File: config.mk
export PLATFORM = sky130hd
export DESIGN_NAME = serial_shift_unit_flat
export DESIGN_NICKNAME = d
export VERILOG_FILES = /design/src/rtl/serial_shift_unit_if.sv /design/src/rtl/serial_shift_unit.sv /design/src/flat_wrapper.sv
export SDC_FILE = /design/constraint.sdc
export NUM_CORES = 1
export LEC_CHECK = 0
export CAP_MARGIN = 20
export CORE_ASPECT_RATIO = 1.75
export CORE_MARGIN = 5
export CORE_UTILIZATION = 47
export CTS_CLUSTER_DIAMETER = 200
export CTS_CLUSTER_SIZE = 8
export DETAILED_ROUTE_END_ITERATION = 8
export PLACE_DENSITY = 0.8
export SLEW_MARGIN = 30
export SYNTH_ARGS = -nofsm -noshare
export SYNTH_HDL_FRONTEND = slang
export SYNTH_SLANG_ARGS = --single-unit
export TNS_END_PERCENT = 5
File: constraint.sdc
create_clock -name clk -period 2.1 [get_ports clk]
set_input_delay 0.21 -clock clk [delete_from_list [all_inputs] [get_ports clk]]
set_output_delay 0.21 -clock clk [all_outputs]
set_load 0.02 [all_outputs]
File: src/rtl/serial_shift_unit_if.sv
// serial_shift_unit_if: start/busy/done handshake and operand/result bus for the serial shifter
interface serial_shift_unit_if #(parameter int WIDTH = 32);
    logic             start;
    logic [1:0]       op;
    logic [WIDTH-1:0] data_in;
    logic [31:0]      shamt_in;
    logic             busy;
    logic             done;
    logic [WIDTH-1:0] result;
    modport master (output start, op, data_in, shamt_in, input busy, done, result);
    modport slave (input start, op, data_in, shamt_in, output busy, done, result);
endinterface

File: src/rtl/serial_shift_unit.sv
// serial_shift_unit: one-bit-per-clock SLL/SRL/SRA/ROTR shifter with start/busy/done handshake
module serial_shift_unit #(
    parameter int WIDTH      = 32,
    parameter int SHAMT_BITS = 5
) (
    input logic clk,
    input logic rst,
    serial_shift_unit_if.slave bus
);
    typedef enum logic [1:0] {IDLE, SHIFT, DONE} state_t;
    state_t                state, state_n;
    logic [WIDTH-1:0]      work, work_n, stepped, result;
    logic [SHAMT_BITS-1:0] cnt, cnt_n, s;
    logic [1:0]            op, op_n;
    logic                  load;
    always_comb begin
        s       = bus.shamt_in[SHAMT_BITS-1:0];
        stepped = op == 2'd0 ? {work[WIDTH-2:0], 1'b0} :
                  op == 2'd1 ? {1'b0, work[WIDTH-1:1]} :
                  op == 2'd2 ? {work[WIDTH-1], work[WIDTH-1:1]} :
                               {work[0], work[WIDTH-1:1]};
        load    = bus.start && state != SHIFT;
        state_n = IDLE;
        work_n  = work;
        cnt_n   = cnt;
        op_n    = op;
        if (state == SHIFT) begin
            work_n  = stepped;
            cnt_n   = cnt - SHAMT_BITS'(1);
            state_n = cnt == SHAMT_BITS'(1) ? DONE : SHIFT;
        end else if (load) begin
            work_n  = bus.data_in;
            cnt_n   = s;
            op_n    = bus.op;
            state_n = s == '0 ? DONE : SHIFT;
        end
    end
    // result is written from the value work takes on DONE entry, so it is valid while done=1
    always_ff @(posedge clk) begin
        if (rst) begin
            state  <= IDLE;
            work   <= '0;
            cnt    <= '0;
            op     <= '0;
            result <= '0;
        end else begin
            state <= state_n;
            work  <= work_n;
            cnt   <= cnt_n;
            op    <= op_n;
            if (state_n == DONE) result <= work_n;
        end
    end
    assign bus.busy   = state == SHIFT;
    assign bus.done   = state == DONE;
    assign bus.result = result;
endmodule

File: src/flat_wrapper.sv
// flat-port wrapper written by rule: the top's interface ports become plain ports
module serial_shift_unit_flat 
#(
    parameter int WIDTH      = 32,
    parameter int SHAMT_BITS = 5
)
  (clk, rst, bus_start, bus_op, bus_data_in, bus_shamt_in, bus_busy, bus_done, bus_result);
  serial_shift_unit_if #(.WIDTH(WIDTH)) bus_i ();
  input logic clk;
  input logic rst;
  input wire logic [$bits(bus_i.start)-1:0] bus_start;
  input wire logic [$bits(bus_i.op)-1:0] bus_op;
  input wire logic [$bits(bus_i.data_in)-1:0] bus_data_in;
  input wire logic [$bits(bus_i.shamt_in)-1:0] bus_shamt_in;
  output wire logic [$bits(bus_i.busy)-1:0] bus_busy;
  output wire logic [$bits(bus_i.done)-1:0] bus_done;
  output wire logic [$bits(bus_i.result)-1:0] bus_result;
  assign bus_i.start = bus_start;
  assign bus_i.op = bus_op;
  assign bus_i.data_in = bus_data_in;
  assign bus_i.shamt_in = bus_shamt_in;
  assign bus_busy = bus_i.busy;
  assign bus_done = bus_i.done;
  assign bus_result = bus_i.result;
  serial_shift_unit #(.WIDTH(WIDTH), .SHAMT_BITS(SHAMT_BITS)) u_core (.clk(clk), .rst(rst), .bus(bus_i));
endmodule
==> results_dict.tcl <==
set metrics [dict create \
    path_class "register to output pin" \
    first_iter_violations 275 \
    synthFlopType "dfxtp_1" \
    dieHeight_um 123 \
    ant_nets 0 \
    tritoncts "built" \
    drive_gt1_share_pct 7.54 \
    synthesis.yosys.warnings 0 \
    vias_per_cell 5.85 \
    post-route-period-util_pct 87.3 \
    synth_compound_area_share_pct 17.4 \
    relSlewSlack_pct 54.6 \
    met1_usage_pct 24.3 \
    cts.sink_count 73 \
    coreArea_um2 7180 \
    crit_arrival_ns 1.62 \
    num-fill-cells 628 \
    first_pass_iters 4 \
    fin_setup_tns_ns 0 \
    dieArea_um2 9170 \
    synth_edf_count 0 \
    placed_area_um2 4240 \
    end_kind "output pin" \
    clk_latency_ns 0.34 \
    hold_violations 0 \
    cts_buffer_depth 2 \
    fin_util_pct 62.7 \
    synth_area_um2 3430 \
    io_buffers 75 \
    initial_core_util_pct 47.8 \
    cts_resized 0 \
    synthAdderAreaFrac_pct 0.730 \
    htreeDepth 3 \
    rsz0062_at_grt "no" \
    finalSetupViolations 0 \
    dp_hpwl_mm 6.29 \
    leakagePower_uw 0.00188 \
    grt_start_max_net_pins 41 \
    synth_area_per_cell_um2 9.00 \
    skew_ns 0.00493 \
    synth_xor_area_share_pct 0 \
    gp_congestion 0.823 \
    vias 3142 \
    rows 41 \
    async_reset_ff_share_pct 0 \
    nets 517 \
    slew_viol_final 0 \
    antennaDiodeCount 0 \
    first_global_vias 3149 \
    avgRoutedWirePerCell_um 17.0 \
    overflow 0 \
    synth_top_family_by_area "simple AND/OR/NAND/NOR gates" \
    synth_cells 381 \
    grt_busiest_layer "met2" \
    yosys-top-cells-area "dfxtp_1 43%, mux2i_1 9.3%, a32o_1 8.8%" \
    required_ns 1.89 \
    area_delta_synth_final_pct 31.4 \
    ys_types 33 \
    wl_mm 9.14 \
    grt_use_met3_pct 3.50 \
    muxShareOfSynthArea_pct 9.67 \
    layout_min_cycle_time_ns 1.83 \
    path_clk_slew_ns 0.06 \
    critical_path_peak_fanout 7 \
    antenna_found_initial 0 \
    ys_ff_latch 73 \
    numCtsBuffers 9 \
    p_per_area_nw_per_um2 785 \
    postCtsHoldBufs 0 \
    clock.fmax_mhz 545 \
    synth_top_cell_by_area "dfxtp_1" \
    cts_root_buf "clkbuf_16" \
    ioPinCount 103 \
    grt_pass1_wl_mm 14.9 \
    grt_usage_pct 21.4 \
    drc 0 \
    run_status "finished clean" \
    hp-class "primary input to register" \
    cp-start-kind "register" \
    dieWidth_um 74.6 \
    fin_area_um2 4510 \
    seq_area_frac_synth_pct 42.6 \
    yosys.area_share.simple_pct 24.1 \
    globalRouteMet2Util_pct 36.6 \
    maxCapViolCount 0 \
    synth_nets 452 \
    synth_top_cell_area_share_pct 42.6 \
    post-cts-setup-buffer-count 0 \
    worst_slew_pin_slew_ns 0.680 \
    peakVddDrop_v 0.000544 \
]
where the power goes:
group          internal, uW  switching (uW)  leakage [uW]  total (uW)
sequential             1480            71.9      0.000598        1550
clock                   794             568      0.000122        1360
combinational           286             335       0.00116         622
total                  2560             975       0.00188        3540
cell usage in the layout (no fill, tap or decap), types with 3 or more instances in the layout:
| master | count |
|---|---|
| nand2_1 | 67 |
| a211oi_1 | 3 |
| clkbuf_16 | 9 |
| nand3_1 | 35 |
| buf_4 | 11 |
| a21oi_1 | 8 |
| a32o_1 | 30 |
| o21ai_0 | 32 |
| dfxtp_1 | 73 |
| and3b_1 | 31 |
| inv_1 | 5 |
| nor2_1 | 7 |
| clkinvlp_4 | 3 |
| mux2i_1 | 32 |
| clkdlybuf4s50_1 | 74 |
metrics by stage:
step           setup slack [ns]  cells  hold WS [ns]  total power [uW]
6_report                  0.267    537         0.403              3540
3_5_place_dp              0.113    521         0.455              2200
2_1_floorplan             0.521    381         0.358              1970
3_3_place_gp              0.125    521         0.452              2180
5_1_grt                   0.182    537         0.445              3710
4_1_cts                   0.252    537         0.397              3570
metal layers:
layer	up-vias	part of all wire (%)
li1	1522	-
met1	1511	38
met2	82	54
met3	27	3.8
met4	0	4.2
met5	-	0
path summary, 6_finish.rpt:
check                        from                     to  slack (ns)  depth (start not counted)
max reg2reg       u_core.state[0]  u_core.bus.result[31]        0.39                          6
max               u_core.state[0]               bus_busy        0.27                          3
min reg2reg  u_core.bus.result[4]   u_core.bus.result[4]        0.46                          1
min                     bus_start   u_core.bus.result[0]        0.40                          4
cells in the mapped netlist (all sizes together), types with 5 or more instances:
| cell | number |
|---|---|
| o21ai | 32 |
| mux2i | 32 |
| buf | 19 |
| nand3 | 35 |
| nor2 | 8 |
| nand2 | 67 |
| and3b | 31 |
| inv | 5 |
| dfxtp | 73 |
| clkbuf | 15 |
| a21oi | 9 |
| a32o | 30 |
sequential cells by signal, summed over array words and instances, names as in the netlist:
register / flops
u_core.cnt: 5
u_core.bus.result: 32
u_core.op: 2
u_core.state: 2
u_core.work: 32
kinds of logic (layout without fill, tap and decap cells):
kind of cell | count (synthesis) | in the layout
DFF | 73 | 73
AOI/OAI and AO/OA | 82 | 82
and+or+nand+nor | 152 | 152
adders and majority gates | 2 | 2
muxes | 33 | 33
buffers and inverters | 39 | 109
worst max-delay path: stages (launching register included):
cell	delay, ns
dfxtp_1	0.38
nand2b_4	0.07
inv_1	0.18
clkdlybuf4s50_1	0.65
final cells by class:
class / instances / area (um^2) / share of cell area, %
Sequential cell: 73 / 1460 / 32.4
Timing Repair Buffer: 88 / 868 / 19.3
Inverter: 5 / 18.8 / 0.417
Clock buffer: 11 / 233 / 5.17
Tap cell: 86 / 108 / 2.39
Clock inverter: 5 / 32.5 / 0.722
Multi-Input combinational cell: 269 / 1780 / 39.6
(Power assumes the default switching activity.)
